[src/rtl/store_port_arbiter_if.sv]
// Store request/response bundle: CPU and bridge request channels plus the registered DM write port.
// The slave modport is the arbiter's view; master is the requester/memory side.
interface store_port_arbiter_if;
    logic        c_valid;
    logic [2:0]  c_op;
    logic [31:0] c_addr;
    logic [31:0] c_wd;
    logic        c_ready;

    logic        b_valid;
    logic [2:0]  b_op;
    logic [31:0] b_addr;
    logic [31:0] b_wd;
    logic        b_ready;

    logic        dm_ready;
    logic        dm_we;
    logic [31:0] dm_addr;
    logic [3:0]  dm_byteen;
    logic [31:0] dm_wdata;
    logic        err_align;
    logic        grant_b;

    modport slave (
        input  c_valid, c_op, c_addr, c_wd,
        input  b_valid, b_op, b_addr, b_wd,
        input  dm_ready,
        output c_ready, b_ready,
        output dm_we, dm_addr, dm_byteen, dm_wdata, err_align, grant_b
    );

    modport master (
        output c_valid, c_op, c_addr, c_wd,
        output b_valid, b_op, b_addr, b_wd,
        output dm_ready,
        input  c_ready, b_ready,
        input  dm_we, dm_addr, dm_byteen, dm_wdata, err_align, grant_b
    );
endinterface

[src/rtl/store_port_arbiter.sv]
// Round-robin arbiter of CPU and bridge stores onto one DM write port; accept at N, dm_we from N+1.
// Requests are held off (ready low) while a write waits in HOLD for dm_ready; at most one write per 2 cycles.
module store_port_arbiter (
    input  logic                 clk,
    input  logic                 reset,
    store_port_arbiter_if.slave  bus
);
    typedef enum logic {
        IDLE = 1'b0,
        HOLD = 1'b1
    } state_e;

    state_e      state_q, state_d;
    logic        last_grant_q, last_grant_d;
    logic        dm_we_q, dm_we_d;
    logic [31:0] dm_addr_q, dm_addr_d;
    logic [3:0]  dm_byteen_q, dm_byteen_d;
    logic [31:0] dm_wdata_q, dm_wdata_d;
    logic        err_align_q, err_align_d;
    logic        grant_b_q, grant_b_d;

    logic        pick_b;
    logic [2:0]  sel_op;
    logic [31:0] sel_addr;
    logic [31:0] sel_wd;
    logic        legal;
    logic [3:0]  lane_be;
    logic [31:0] lane_wd;
    logic        c_rdy;
    logic        b_rdy;

    // On a tie the bridge wins only when the CPU took the previous acceptance.
    always_comb begin
        pick_b   = bus.b_valid && (!bus.c_valid || !last_grant_q);
        sel_op   = pick_b ? bus.b_op   : bus.c_op;
        sel_addr = pick_b ? bus.b_addr : bus.c_addr;
        sel_wd   = pick_b ? bus.b_wd   : bus.c_wd;
    end

    always_comb begin
        legal   = 1'b0;
        lane_be = 4'b0000;
        lane_wd = 32'h0;
        case (sel_op)
            3'd1: begin
                legal   = (sel_addr[1:0] == 2'b00);
                lane_be = 4'b1111;
                lane_wd = sel_wd;
            end
            3'd2: begin
                legal = !sel_addr[0];
                if (sel_addr[1]) begin
                    lane_be = 4'b1100;
                    lane_wd = {sel_wd[15:0], 16'h0};
                end else begin
                    lane_be = 4'b0011;
                    lane_wd = {16'h0, sel_wd[15:0]};
                end
            end
            3'd3: begin
                legal = 1'b1;
                case (sel_addr[1:0])
                    2'd0:    begin lane_be = 4'b0001; lane_wd = {24'h0, sel_wd[7:0]};        end
                    2'd1:    begin lane_be = 4'b0010; lane_wd = {16'h0, sel_wd[7:0], 8'h0};  end
                    2'd2:    begin lane_be = 4'b0100; lane_wd = {8'h0, sel_wd[7:0], 16'h0};  end
                    default: begin lane_be = 4'b1000; lane_wd = {sel_wd[7:0], 24'h0};        end
                endcase
            end
            default: legal = 1'b0;
        endcase
    end

    always_comb begin
        state_d      = state_q;
        last_grant_d = last_grant_q;
        dm_we_d      = dm_we_q;
        dm_addr_d    = dm_addr_q;
        dm_byteen_d  = dm_byteen_q;
        dm_wdata_d   = dm_wdata_q;
        grant_b_d    = grant_b_q;
        err_align_d  = 1'b0;
        c_rdy        = 1'b0;
        b_rdy        = 1'b0;
        case (state_q)
            IDLE: begin
                dm_we_d = 1'b0;
                // Ready is gated by reset so nothing is handed off while reset is held.
                if (reset && (bus.c_valid || bus.b_valid)) begin
                    c_rdy        = !pick_b;
                    b_rdy        = pick_b;
                    last_grant_d = pick_b;
                    if (legal) begin
                        state_d     = HOLD;
                        dm_we_d     = 1'b1;
                        dm_addr_d   = {sel_addr[31:2], 2'b00};
                        dm_byteen_d = lane_be;
                        dm_wdata_d  = lane_wd;
                        grant_b_d   = pick_b;
                    end else begin
                        err_align_d = 1'b1;
                    end
                end
            end
            HOLD: begin
                if (bus.dm_ready) begin
                    state_d = IDLE;
                    dm_we_d = 1'b0;
                end
            end
            default: state_d = IDLE;
        endcase
    end

    always_ff @(posedge clk) begin
        if (!reset) begin
            state_q      <= IDLE;
            last_grant_q <= 1'b1;
            dm_we_q      <= 1'b0;
            dm_addr_q    <= 32'h0;
            dm_byteen_q  <= 4'b0000;
            dm_wdata_q   <= 32'h0;
            err_align_q  <= 1'b0;
            grant_b_q    <= 1'b0;
        end else begin
            state_q      <= state_d;
            last_grant_q <= last_grant_d;
            dm_we_q      <= dm_we_d;
            dm_addr_q    <= dm_addr_d;
            dm_byteen_q  <= dm_byteen_d;
            dm_wdata_q   <= dm_wdata_d;
            err_align_q  <= err_align_d;
            grant_b_q    <= grant_b_d;
        end
    end

    assign bus.c_ready   = c_rdy;
    assign bus.b_ready   = b_rdy;
    assign bus.dm_we     = dm_we_q;
    assign bus.dm_addr   = dm_addr_q;
    assign bus.dm_byteen = dm_byteen_q;
    assign bus.dm_wdata  = dm_wdata_q;
    assign bus.err_align = err_align_q;
    assign bus.grant_b   = grant_b_q;
endmodule

[src/flat_wrapper.sv]
// flat-port wrapper written by rule: the top's interface ports become plain ports
module store_port_arbiter_flat 
  (clk, reset, bus_c_valid, bus_c_op, bus_c_addr, bus_c_wd, bus_b_valid, bus_b_op, bus_b_addr, bus_b_wd, bus_dm_ready, bus_c_ready, bus_b_ready, bus_dm_we, bus_dm_addr, bus_dm_byteen, bus_dm_wdata, bus_err_align, bus_grant_b);
  store_port_arbiter_if bus_i ();
  input  logic clk;
  input  logic reset;
  input wire logic [$bits(bus_i.c_valid)-1:0] bus_c_valid;
  input wire logic [$bits(bus_i.c_op)-1:0] bus_c_op;
  input wire logic [$bits(bus_i.c_addr)-1:0] bus_c_addr;
  input wire logic [$bits(bus_i.c_wd)-1:0] bus_c_wd;
  input wire logic [$bits(bus_i.b_valid)-1:0] bus_b_valid;
  input wire logic [$bits(bus_i.b_op)-1:0] bus_b_op;
  input wire logic [$bits(bus_i.b_addr)-1:0] bus_b_addr;
  input wire logic [$bits(bus_i.b_wd)-1:0] bus_b_wd;
  input wire logic [$bits(bus_i.dm_ready)-1:0] bus_dm_ready;
  output wire logic [$bits(bus_i.c_ready)-1:0] bus_c_ready;
  output wire logic [$bits(bus_i.b_ready)-1:0] bus_b_ready;
  output wire logic [$bits(bus_i.dm_we)-1:0] bus_dm_we;
  output wire logic [$bits(bus_i.dm_addr)-1:0] bus_dm_addr;
  output wire logic [$bits(bus_i.dm_byteen)-1:0] bus_dm_byteen;
  output wire logic [$bits(bus_i.dm_wdata)-1:0] bus_dm_wdata;
  output wire logic [$bits(bus_i.err_align)-1:0] bus_err_align;
  output wire logic [$bits(bus_i.grant_b)-1:0] bus_grant_b;
  assign bus_i.c_valid = bus_c_valid;
  assign bus_i.c_op = bus_c_op;
  assign bus_i.c_addr = bus_c_addr;
  assign bus_i.c_wd = bus_c_wd;
  assign bus_i.b_valid = bus_b_valid;
  assign bus_i.b_op = bus_b_op;
  assign bus_i.b_addr = bus_b_addr;
  assign bus_i.b_wd = bus_b_wd;
  assign bus_i.dm_ready = bus_dm_ready;
  assign bus_c_ready = bus_i.c_ready;
  assign bus_b_ready = bus_i.b_ready;
  assign bus_dm_we = bus_i.dm_we;
  assign bus_dm_addr = bus_i.dm_addr;
  assign bus_dm_byteen = bus_i.dm_byteen;
  assign bus_dm_wdata = bus_i.dm_wdata;
  assign bus_err_align = bus_i.err_align;
  assign bus_grant_b = bus_i.grant_b;
  store_port_arbiter u_core (.clk(clk), .reset(reset), .bus(bus_i));
endmodule
[config.mk]
export PLATFORM = sky130hd
export DESIGN_NAME = store_port_arbiter_flat
export DESIGN_NICKNAME = d
export VERILOG_FILES = /design/src/rtl/store_port_arbiter_if.sv /design/src/rtl/store_port_arbiter.sv /design/src/flat_wrapper.sv
export SDC_FILE = /design/constraint.sdc
export NUM_CORES = 1
export LEC_CHECK = 0
export ABC_AREA = 0
export BUFFER_PORTS_ARGS = -buffer_cell sky130_fd_sc_hd__buf_2
export CAP_MARGIN = 20
export CORE_MARGIN = 5
export CORE_UTILIZATION = 45
export DETAILED_ROUTE_END_ITERATION = 6
export PLACE_DENSITY = 0.8
export SKIP_LAST_GASP = 1
export SLEW_MARGIN = 40
export SYNTH_ARGS = -nofsm -noshare
export SYNTH_HDL_FRONTEND = slang
export SYNTH_SLANG_ARGS = --single-unit
export TNS_END_PERCENT = 1
[constraint.sdc]
create_clock -name clk -period 2.4 [get_ports clk]
set_input_delay 0.12 -clock clk [delete_from_list [all_inputs] [get_ports clk]]
set_output_delay 0.12 -clock clk [all_outputs]
set_load 0.05 [all_outputs]
# --- After elaboration in Yosys (flattened, before gate mapping) ---
# Index checks and enable logic that the tools add are counted.
word_totals:
  register_bits: 71
  out_inout_bits: 73
classes:
  eq_ne: 6
  muxes: 21
  bitwise_logic: 3
  n_reduce_logical: 12
op_table:
  columns: ["operator", "count"]
  rows:
  - ["case mux 32 bit (3 select lines)", 2]
  - ["2-to-1 mux 32 bit", 3]
  - ["case mux 4 bit (3 select lines)", 2]
  - ["2-to-1 mux 1 bit", 9]
  - ["== test 3 x 2 -> 1 bit (second input constant)", 2]
  - ["zero test 1 bit", 4]
  - ["2-to-1 mux 4 bit", 1]
  - ["case mux 1 bit (2 select lines)", 2]
  - ["== test 3 x 1 -> 1 bit (second input constant)", 1]
  - ["2-to-1 mux 3 bit", 1]
  - ["NOT 1 bit", 3]
  - ["case mux 1 bit (3 select lines)", 1]
  - ["AND reduction 3 bit", 1]
  - ["OR reduction 3 bit", 1]
  - ["== test 2 x 1 -> 1 bit (second input constant)", 1]
  - ["== test 2 bit (second input constant)", 1]
  - ["logical AND 1 bit", 2]
  - ["zero test 2 bit", 1]
  - ["logical OR 1 bit", 2]
  - ["inequality test 2 bit (second input constant)", 1]
  - ["AND reduction 2 bit", 1]

# --- Logic depth before layout (Yosys ltp) ---
# Gate-level depths: netlist of the first run.
depth:
  depth_word: 9
  depth_mapped: 7

# --- Worst setup path after synthesis of the first run ---
# OpenSTA, ideal clock, no wires.
synth_timing:
  kind: "register to register"
  from: "register u_core.last_grant_q"
  to: "register u_core.last_grant_q"
  setup_ns: 0.062
  t_arrival_ns: 1.869
  required_ns: 2.338
  setup_slack_ns: 0.469
  path_stages_with_launch: 8
  n_path_buf: 3
  synth_period_minus_slack_ns: 1.931
  cell_sequence: "dfxtp_1 -> a21bo_1 -> buf_6 -> clkbuf_1 -> buf_1 -> nor2_1 -> a21oi_1 -> nand2_1"
synth_via:
  elab_chain_cells: 3
synth_rtl:
  columns: ["item", "line", "text"]
  rows:
  - ["from (decl)", "store_port_arbiter.sv:14", "logic last_grant_q, last_grant_d;"]
  - ["from (signal assigned)", "store_port_arbiter.sv:126", "last_grant_q <= last_grant_d;"]
  - ["zero test 1 bit", "store_port_arbiter.sv:34", "pick_b = bus.b_valid && (!bus.c_valid || !last_grant_q);"]
  - ["logical OR 1 bit", "store_port_arbiter.sv:34", null]
  - ["logical AND 1 bit", "store_port_arbiter.sv:34", null]
# No other way between the ends.
# A chain may end at the register's enable or synchronous reset.

# --- Final worst setup path of the first run ---
layout_timing:
  from: "register u_core.last_grant_q"
  to: "register u_core.dm_wdata_q[28], in the netlist u_core.bus.dm_wdata[28]"
layout_via:
  elab_chain_cells: 7
  word_cells_on_any_way: 18
  classes_between: "eq/ne (5); mux (7); reduce/logical (6)"
layout_rtl:
  columns: ["item", "line", "text"]
  rows:
  - ["zero test 1 bit (*)", "store_port_arbiter.sv:34", null]
  - ["logical OR 1 bit (*)", "store_port_arbiter.sv:34", null]
  - ["logical AND 1 bit (*)", "store_port_arbiter.sv:34", null]
  - ["2-to-1 mux 32 bit / 2-to-1 mux 3 bit (equally long branches)", "store_port_arbiter.sv:36, store_port_arbiter.sv:35", null]
  - ["== test 2 bit (tied with other cells)", "store_port_arbiter.sv:62", "case (sel_addr[1:0])"]
  - ["case mux 32 bit (3 select lines) / case mux 1 bit (3 select lines) (equally long branches)", "store_port_arbiter.sv:62, store_port_arbiter.sv:44", null]
  - ["case mux 32 bit (3 select lines) / AND reduction 3 bit (equally long branches)", null, null]
  - ["to (signal assigned)", "store_port_arbiter.sv:130", "dm_wdata_q <= dm_wdata_d;"]
  - ["to (decl)", "store_port_arbiter.sv:18", "logic [31:0] dm_wdata_q, dm_wdata_d;"]
# Mark *: on every way between the ends. The rest lies on a longest branch, timed or not.

==> reports/metrics.yaml, run 1 <==
fin_ws_ps: 211.8
die_h_um: 103.5
wire_per_inst_um: 19.09
synth_xor_area_share_pct: 0
post_cts_buffers: 0
fin_crit_sh_pct: 91.17
grt_max_degree: 52
drc: 0
numClockSinks: 71
preCtsSetupSlack_ps: 269.8
slew_violations: 0
core_um2: 8636
synth_edf_count: 0
synthCells: 479
cp_top_family: "compound AO/OA/AOI/OAI gates"
via_count: 4730
leakage_nw: 2.477
min_from: "bus_b_addr[9]"
ys_ff_latch: 71
pin_count: 212
r2r_cells: 6
start_util_pct: 45.58
finalCriticalPeriod_ps: 2188
crit_slowest_cell: "nor3_2"
regArea_um2: 1421
cts_buffers: 9
synthesis.area_um2: 3936
clockRootBuffer: "clkbuf_8"
required_ps: 2690
core.rowCount: 34
fin_cells: 786
r2r-start: "u_core.last_grant_q$_SDFFE_PN1P_"
setup_viol_count_final: 0
holdPathEnd: "u_core.bus.dm_addr[9]$_SDFFE_PN0P_"
final_antenna_net_count: 0
grt.total_usage_pct: 26.88
grt_pass1_wl_um: 23980
whs_path_depth: 3
max_freq_mhz: 457.0
crit_buf_inv: 1
critPathLaunchType: "flip-flop"
fill_cells: 830
grt_pass1_vias: 4714
yosys.area_share.adder_pct: 0
nets: 812
status: "complete, no violations"
antenna_cells: 0
worstSetupPathType: "reg2reg"
dieArea_um2: 10720
ys_types: 47
crit_arrival_ps: 2480
place.gp.congestion: 0.9755
drv_cap: 0
cts_tree: "yes"
avgSynthCellArea_um2: 8.218
highest_layer: "met4"
yosys.area_share.simple_pct: 16.21
crit_fanout: 15
drt_pass1_iterations: 5
die_w_um: 103.5
ys_warn_count: 0
hp-class: "in2reg"
cts.htree.levels: 3
worstMarginPinSlew_ps: 839.8
io_buffers: 209
layout-drive-gt1-share_pct: 38.94
fin_area_um2: 5288
reg2reg_to: "u_core.bus.dm_wdata[28]$_SDFFE_PN0P_"
synth_top_family_by_area: "compound AO/OA/AOI/OAI gates"
end_kind: "flip-flop"
antenna_found_initial: 0
slew_headroom_pct: 43.87
peakVddDrop_mv: 0.3737
placedCellCount: 770
dr_wl_met2_um: 7256
drtIter0Drc: 286
area_growth_pct: 34.33
wl_met3_um: 1409
synth_compound_area_share_pct: 39.83
cpPeakStageDelay_ps: 540
multi_input_area_um2: 2328
ctsResizeCount: 0
hold_violations: 0
crit_chain: "a21bo_2 -> buf_4 -> nor3_2 -> a22oi_1 -> o2bb2ai_1 -> o221a_2"
rsz0062_at_grt: "false"
place_area_um2: 5092
path_clk_slew_ps: 90
cts_hold_buf: 0
ys_dominant_reg_cell: "dfxtp_1"
wl_met1_um: 6009
whs_ps: 24.12
rrSetupSlack_ps: 210
cp_num_cells: 6
ys_seq_area_share_pct: 36.11
p_per_area_nw_per_um2: 586.2
utilization_pct: 61.23
dp_hpwl_um: 11500
via_per_inst: 6.018
clock_latency_ps: 350
async_flop_share_pct: 0
clockBufferDepth: 2
synth_mux_area_share_pct: 2.034
setup_tns_ps: 0
total_power_mw: 3.100
drt-total-wl_um: 15000
fin_skew_ps: 16.07
overflow: 0
==> per-layer routing <==
metal,GRT usage (%),up-vias
li1,-,2246
met1,33.85,2202
met2,44.76,252
met3,7.090,30
met4,8.247,0
met5,0,-
==> cell families after synthesis <==
kind of cell | Yosys count
other cells | 1
buf+inv | 49
flops | 71
mux | 8
compound gates | 218
simple gates | 132
==> worst register-to-register path, stage by stage (launching register included) <==
cell,delay (ps)
dfxtp_1,360
a21bo_2,250
buf_4,210
nor3_2,550
a22oi_1,310
o2bb2ai_1,250
o221a_2,200
==> state kept, by name, summed over array words and instances, names as in the netlist <==
register and count:
u_core.state_q 1, u_core.bus.dm_addr 30, u_core.bus.dm_wdata 32, u_core.bus.err_align 1, u_core.last_grant_q 1, u_core.bus.dm_we 1, u_core.bus.grant_b 1, u_core.bus.dm_byteen 4
==> Yosys cell counts (2+ instances only) <==
cell type / n / share of area, %
buf_4: 3 / 0.57
nand2b_1: 4 / 0.64
clkbuf_1: 29 / 2.8
nand2_1: 77 / 7.3
a211oi_1: 9 / 1.7
a21oi_1: 63 / 8.0
o221a_2: 8 / 2.3
buf_6: 2 / 0.57
o2bb2ai_1: 8 / 1.8
nand3_1: 2 / 0.25
o211ai_1: 8 / 1.5
nor2b_1: 3 / 0.48
o21bai_1: 2 / 0.38
o22ai_1: 8 / 1.3
buf_2: 11 / 1.4
mux2i_1: 8 / 2.0
or4_1: 8 / 1.5
o211a_1: 8 / 2.0
a22o_1: 9 / 2.0
dfxtp_1: 71 / 36
a311oi_1: 31 / 6.9
nor4b_2: 3 / 1.1
and3_1: 8 / 1.3
a21o_1: 9 / 1.7
nor3_1: 3 / 0.38
a221oi_1: 16 / 3.6
nor2_1: 16 / 1.5
a22oi_1: 9 / 1.7
o21ai_0: 24 / 3.1
buf_1: 2 / 0.19
==> cells in the final DEF (no fill, tap or decap), types with 15 or more instances in the layout <==
cell / n
nand2_1: 77
nor2_1: 15
o21ai_0: 24
dfxtp_1: 71
a221oi_1: 16
buf_4: 21
a21oi_1: 63
buf_2: 209
a311oi_1: 31
==> area by class of cell <==
| type | count | area share [%] |
|---|---|---|
| multi-input combinational | 360 | 44.04 |
| sequential | 71 | 26.88 |
| timing repair buffer | 230 | 22.76 |
| tap | 108 | 2.556 |
| clock buffer | 10 | 2.414 |
| clock inverter | 6 | 1.278 |
| inverter | 1 | 0.07099 |
==> how the worst max path moves through the flow <==
stage	start	to	slack, ps
final	u_core.last_grant_q$_SDFFE_PN1P_	u_core.bus.dm_wdata[28]$_SDFFE_PN0P_	210
after global routing	u_core.last_grant_q$_SDFFE_PN1P_	u_core.bus.dm_wdata[28]$_SDFFE_PN0P_	120
after CTS	u_core.last_grant_q$_SDFFE_PN1P_	u_core.bus.dm_wdata[28]$_SDFFE_PN0P_	240
after detailed placement	u_core.last_grant_q$_SDFFE_PN1P_	u_core.bus.dm_wdata[28]$_SDFFE_PN0P_	270
after global placement	u_core.last_grant_q$_SDFFE_PN1P_	u_core.bus.dm_wdata[28]$_SDFFE_PN0P_	330
after floorplan	u_core.last_grant_q$_SDFFE_PN1P_	u_core.last_grant_q$_SDFFE_PN1P_	470
==> power breakdown <==
group          total, mW  leakage (nW)  internal [mW]  switching [mW]
clock network      0.963        0.0933          0.486           0.477
registers           1.27         0.577           1.24          0.0317
logic              0.869          1.81          0.283           0.586
total               3.10          2.48           2.00            1.09
No activity file was read; power rests on OpenSTA's default activity.
==> run 2, diff against run 1 <==
--- a/config.mk
+++ b/config.mk
@@ -8,8 +8,10 @@
 export ABC_AREA = 0
 export BUFFER_PORTS_ARGS = -buffer_cell sky130_fd_sc_hd__buf_2
 export CAP_MARGIN = 20
+export CORE_ASPECT_RATIO = 0.5
 export CORE_MARGIN = 5
 export CORE_UTILIZATION = 45
+export CTS_CLUSTER_DIAMETER = 150
 export DETAILED_ROUTE_END_ITERATION = 6
 export PLACE_DENSITY = 0.8
 export SKIP_LAST_GASP = 1
==> reports/metrics.yaml, run 2 (synthesis results as in run 1) <==
preCtsSetupSlack_ps: 270.4  # was 269.8 ps
grt_pass1_wl_um: 23030  # was 23980 um
required_ps: 2660  # was 2690 ps
via_per_inst: 5.937  # was 6.018
dp_hpwl_um: 10690  # was 11500 um
slew_headroom_pct: 56.61  # was 43.87%
io_buffers: 209  # unchanged
hp-class: "in2reg"  # unchanged
fin_crit_sh_pct: 90.94  # was 91.17%
die_h_um: 76.14  # was 103.5 um
status: "complete, no violations"  # unchanged
fin_skew_ps: 3.893  # was 16.07 ps
clockRootBuffer: "clkbuf_16"  # was clkbuf_8
clockBufferDepth: 2  # unchanged
wl_met1_um: 6047  # was 6009 um
whs_path_depth: 3  # unchanged
fin_cells: 794  # was 786
r2r-start: "u_core.last_grant_q$_SDFFE_PN1P_"  # unchanged
fin_ws_ps: 217.5  # was 211.8 ps
wl_met3_um: 1347  # was 1409 um
drt_pass1_iterations: 5  # unchanged
end_kind: "flip-flop"  # unchanged
cpPeakStageDelay_ps: 550  # was 540 ps
area_growth_pct: 36.75  # was 34.33%
core_um2: 8618  # was 8636 um2
final_antenna_net_count: 0  # unchanged
critPathLaunchType: "flip-flop"  # unchanged
grt_pass1_vias: 4513  # was 4714
drv_cap: 0  # unchanged
die_w_um: 142.3  # was 103.5 um
finalCriticalPeriod_ps: 2182  # was 2188 ps
dr_wl_met2_um: 6785  # was 7256 um
core.rowCount: 24  # was 34
start_util_pct: 45.67  # was 45.58%
numClockSinks: 71  # unchanged
fill_cells: 767  # was 830
wire_per_inst_um: 18.25  # was 19.09 um
pin_count: 212  # unchanged
multi_input_area_um2: 2325  # was 2328 um2
slew_violations: 0  # unchanged
grt.total_usage_pct: 25.86  # was 26.88%
setup_viol_count_final: 0  # unchanged
setup_tns_ps: 0  # unchanged
crit_chain: "a21bo_2 -> or2b_1 -> o32a_4 -> or4_1 -> a21oi_1"  # was a21bo_2 -> buf_4 -> nor3_2 -> a22oi_1 -> o2bb2ai_1 -> o221a_2
clock_latency_ps: 330  # was 350 ps
hold_violations: 0  # unchanged
nets: 811  # was 812
place.gp.congestion: 1.047  # was 0.9755
ctsResizeCount: 0  # unchanged
cts_tree: "yes"  # unchanged
placedCellCount: 778  # was 770
r2r_cells: 5  # was 6
rsz0062_at_grt: "false"  # unchanged
worstSetupPathType: "reg2reg"  # unchanged
rrSetupSlack_ps: 220  # was 210 ps
final_common_cell: "buf_2"  # unchanged
drc: 0  # unchanged
final_cell_mix: "buf_2 (209), nand2_1 (77), dfxtp_1 (71)"  # unchanged
highest_layer: "met4"  # unchanged
grt_max_degree: 42  # was 52
antenna_cells: 0  # unchanged
largest_reg_flops: 32  # unchanged
worstMarginPinSlew_ps: 650.8  # was 839.8 ps
post_cts_buffers: 0  # unchanged
p_per_area_nw_per_um2: 628.8  # was 586.2 nW/um2
min_from: "bus_b_addr[9]"  # unchanged
reg2reg_to: "u_core.bus.dm_wdata[22]$_SDFFE_PN0P_"  # was u_core.bus.dm_wdata[28]$_SDFFE_PN0P_
peakVddDrop_mv: 0.4483  # was 0.3737 mV
crit_fanout: 27  # was 15
via_count: 4714  # was 4730
overflow: 0  # unchanged
cts.htree.levels: 3  # unchanged
cts_buffers: 9  # unchanged
cts_hold_buf: 0  # unchanged
layout-drive-gt1-share_pct: 38.85  # was 38.94%
dieArea_um2: 10830  # was 10720 um2
crit_slowest_cell: "or4_1"  # was nor3_2
max_freq_mhz: 458.2  # was 457.0 MHz
drt-total-wl_um: 14490  # was 15000 um
crit_arrival_ps: 2440  # was 2480 ps
antenna_found_initial: 0  # unchanged
holdPathEnd: "u_core.bus.dm_addr[9]$_SDFFE_PN0P_"  # unchanged
regArea_um2: 1421  # unchanged
drtIter0Drc: 513  # was 286
path_clk_slew_ps: 60  # was 90 ps
leakage_nw: 2.518  # was 2.477 nW
run 2: cell types whose count changed in the layout (fill, tap and decap cells not counted), moves of 2 or more:
| cell | delta |
|---|---|
| buf_4 | -2 |
| inv_6 | -2 |
| clkbuf_16 | +9 |
| clkbuf_8 | -7 |
run 2: cell type report:
type	count	area share, %
clock buffer	13	4.835
tap	117	2.720
timing repair buffer	229	22.45
sequential	71	26.41
inverter	1	0.06974
clock inverter	3	0.3254
multi-input combinational	360	43.19
run 2: stage by stage:
| stage | total power, mW | area, um2 | hold WS [ps] | util (%) |
|---|---|---|---|---|
| floorplan | 1.850 | 3940 | 279.3 | - |
| global placement | 2.131 | 5104 | 384.9 | 59.22 |
| detailed placement | 2.143 | 5104 | 392.5 | 59.22 |
| CTS | 3.382 | 5381 | 43.70 | 62.44 |
| global route | 3.522 | 5383 | 47.47 | 62.46 |
| finish | 3.385 | 5383 | 46.75 | 62.46 |
run 2: worst max-delay path by stage:
stage | start | slack (ps) | end | cells past startpoint
floorplan | u_core.last_grant_q$_SDFFE_PN1P_ | 470 | u_core.last_grant_q$_SDFFE_PN1P_ | 7
detailed placement | u_core.last_grant_q$_SDFFE_PN1P_ | 270 | u_core.bus.dm_wdata[22]$_SDFFE_PN0P_ | 5
global placement | u_core.last_grant_q$_SDFFE_PN1P_ | 330 | u_core.bus.dm_wdata[18]$_SDFFE_PN0P_ | 5
global route | u_core.last_grant_q$_SDFFE_PN1P_ | 100 | u_core.bus.dm_addr[7]$_SDFFE_PN0P_ | 6
finish | u_core.last_grant_q$_SDFFE_PN1P_ | 220 | u_core.bus.dm_wdata[22]$_SDFFE_PN0P_ | 5
CTS | u_core.last_grant_q$_SDFFE_PN1P_ | 220 | u_core.bus.dm_wdata[22]$_SDFFE_PN0P_ | 5
run 2: routing by layer:
layer / up-vias / track usage (%)
met5: - / 0
met4: 0 / 7.663
met3: 31 / 8.025
met2: 226 / 41.39
met1: 2220 / 33.45
li1: 2237 / -
run 2: where the power goes:
group,internal [mW],leakage (nW),switching [mW],total (mW)
registers,1.24,0.577,0.0304,1.27
logic,0.282,1.80,0.581,0.863
clock network,0.753,0.136,0.500,1.25
run 2: critical path: cells and delay by family (launching register included):
kind,cells,cell delay (ps)
compound gates,3,830
simple gates,2,880
flops,1,390
==> run 3, diff against run 2 <==
--- a/config.mk
+++ b/config.mk
@@ -6,14 +6,13 @@
 export NUM_CORES = 1
 export LEC_CHECK = 0
 export ABC_AREA = 0
-export BUFFER_PORTS_ARGS = -buffer_cell sky130_fd_sc_hd__buf_2
 export CAP_MARGIN = 20
 export CORE_ASPECT_RATIO = 0.5
 export CORE_MARGIN = 5
 export CORE_UTILIZATION = 45
 export CTS_CLUSTER_DIAMETER = 150
 export DETAILED_ROUTE_END_ITERATION = 6
-export PLACE_DENSITY = 0.8
+export DONT_BUFFER_PORTS = 1
 export SKIP_LAST_GASP = 1
 export SLEW_MARGIN = 40
 export SYNTH_ARGS = -nofsm -noshare
==> reports/metrics.yaml, run 3 (synthesis results as in run 1) <==
worstSetupPathType: "reg2reg"  # unchanged
post_cts_buffers: 0  # unchanged
drt_pass1_iterations: 5  # unchanged
cts.htree.levels: 3  # unchanged
clock_latency_ps: 330  # about the same
numClockSinks: 71  # unchanged
nets: 667  # was 811
max_freq_mhz: 494.6  # was 458.2 MHz
drtIter0Drc: 324  # was 513
die_w_um: 142.3  # unchanged
required_ps: 2630  # was 2660 ps
wl_met3_um: 1955  # was 1347 um
hold_violations: 0  # unchanged
overflow: 0  # unchanged
antenna_found_initial: 0  # unchanged
cp_top_family: "compound AO/OA/AOI/OAI gates"  # was simple AND/OR/NAND/NOR gates
multi_input_area_um2: 2328  # was 2325 um2
highest_layer: "met4"  # unchanged
core_um2: 8618  # unchanged
grt.total_usage_pct: 27.13  # was 25.86%
fill_cells: 769  # was 767
critPathLaunchType: "flip-flop"  # unchanged
worstMarginPinSlew_ps: 782.4  # was 650.8 ps
peakVddDrop_mv: 0.3811  # was 0.4483 mV
fin_cells: 650  # was 794
placedCellCount: 573  # was 778
area_growth_pct: 26.70  # was 36.75%
via_count: 4304  # was 4714
final_common_cell: "nand2_1"  # was buf_2
fin_crit_sh_pct: 84.24  # was 90.94%
cts_hold_buf: 61  # was 0
cpPeakStageDelay_ps: 370  # was 550 ps
dieArea_um2: 10830  # unchanged
final_antenna_net_count: 0  # unchanged
grt_pass1_vias: 4098  # was 4513
die_h_um: 76.14  # unchanged
setup_viol_count_final: 0  # unchanged
dp_hpwl_um: 10240  # was 10690 um
drt-total-wl_um: 15410  # was 14490 um
drv_cap: 0  # unchanged
drc: 0  # unchanged
fin_area_um2: 4987  # was 5383 um2
start_util_pct: 45.67  # unchanged
io_buffers: 0  # was 209
slew_violations: 0  # unchanged
p_per_area_nw_per_um2: 665.2  # was 628.8 nW/um2
grt_pass1_wl_um: 23430  # was 23030 um
ctsResizeCount: 0  # unchanged
path_clk_slew_ps: 60  # about the same
pin_count: 212  # unchanged
status: "complete, no violations"  # unchanged
slew_headroom_pct: 47.67  # was 56.61%
crit_fanout: 30  # was 27
fin_skew_ps: 5.321  # was 3.893 ps
finalCriticalPeriod_ps: 2022  # was 2182 ps
whs_ps: 24.22  # was 46.75 ps
layout-drive-gt1-share_pct: 11.07  # was 38.85%
place_area_um2: 4093  # was 5104 um2
cts_buffers: 9  # unchanged
crit_chain: "a21bo_2 -> buf_4 -> o32ai_4 -> buf_4 -> a21oi_1 -> a311oi_1"  # was a21bo_2 -> or2b_1 -> o32a_4 -> or4_1 -> a21oi_1
crit_slowest_cell: "buf_4"  # was or4_1
dr_wl_met2_um: 7266  # was 6785 um
leakage_nw: 1.872  # was 2.518 nW
core.rowCount: 24  # unchanged
end_kind: "flip-flop"  # unchanged
crit_buf_inv: 2  # was 0
via_per_inst: 6.622  # was 5.937
clockBufferDepth: 2  # unchanged
cts_tree: "yes"  # unchanged
rsz0062_at_grt: "false"  # unchanged
clockRootBuffer: "clkbuf_16"  # unchanged
setup_tns_ps: 0  # unchanged
crit_top_cell: "buf_4"
final_cell_mix: "nand2_1 (77), dfxtp_1 (71), a21oi_1 (63)"  # was buf_2 (209), nand2_1 (77), dfxtp_1 (71)
regArea_um2: 1421  # unchanged
hp-class: "in2reg"  # unchanged
wire_per_inst_um: 23.71  # was 18.25 um
grt_max_degree: 42  # unchanged
place.gp.congestion: 0.8604  # was 1.047
antenna_cells: 0  # unchanged
crit_arrival_ps: 2250  # was 2440 ps
wl_met1_um: 5850  # was 6047 um
largest_reg_flops: 32  # unchanged
total_power_mw: 3.317  # was 3.385 mW
## run 3: cell types whose count changed in the layout (fill, tap and decap cells not counted), sizes merged
cell	delta
dlygate4sd3	+61
clkbuf	-2
buf	-205
inv	+1
clkinv	+1
## run 3: metal layers
layer	global-route usage, %	vias up
li1	-	1946
met1	34.65	2060
met2	42.47	271
met3	9.906	27
met4	8.812	0
met5	0	-
## run 3: worst paths after layout
check	from	endpoint	slack (ps)	cells past startpoint
max	u_core.last_grant_q$_SDFFE_PN1P_	u_core.bus.dm_addr[21]$_SDFFE_PN0P_	380	6
min	bus_dm_ready	u_core.state_q$_SDFF_PN0_	20	2
max reg2reg	u_core.last_grant_q$_SDFFE_PN1P_	u_core.bus.dm_addr[21]$_SDFFE_PN0P_	380	6
min reg2reg	u_core.last_grant_q$_SDFFE_PN1P_	u_core.last_grant_q$_SDFFE_PN1P_	560	2
## run 3: cell type report
type	count	area share [%]
Multi-Input combinational cell	360	46.69
Clock buffer	11	5.068
Inverter	1	0.07526
Tap cell	117	2.935
Clock inverter	5	0.6272
Timing Repair Buffer	85	16.11
Sequential cell	71	28.50
## run 3: metrics by stage
step | util [%] | setup WS [ps]
after global placement | 47.49 | 455.6
after CTS | 57.87 | 380.1
after detailed placement | 47.49 | 407.9
after floorplan | - | 468.9
after global routing | 57.87 | 261.0
final | 57.87 | 378.2
## run 3: where the power goes
part / total (mW) / switching [mW] / leakage (nW) / internal [mW]
clock network: 1.28 / 0.524 / 0.142 / 0.754
logic: 0.562 / 0.323 / 1.15 / 0.239
registers: 1.48 / 0.239 / 0.577 / 1.24
total: 3.32 / 1.09 / 1.87 / 2.23
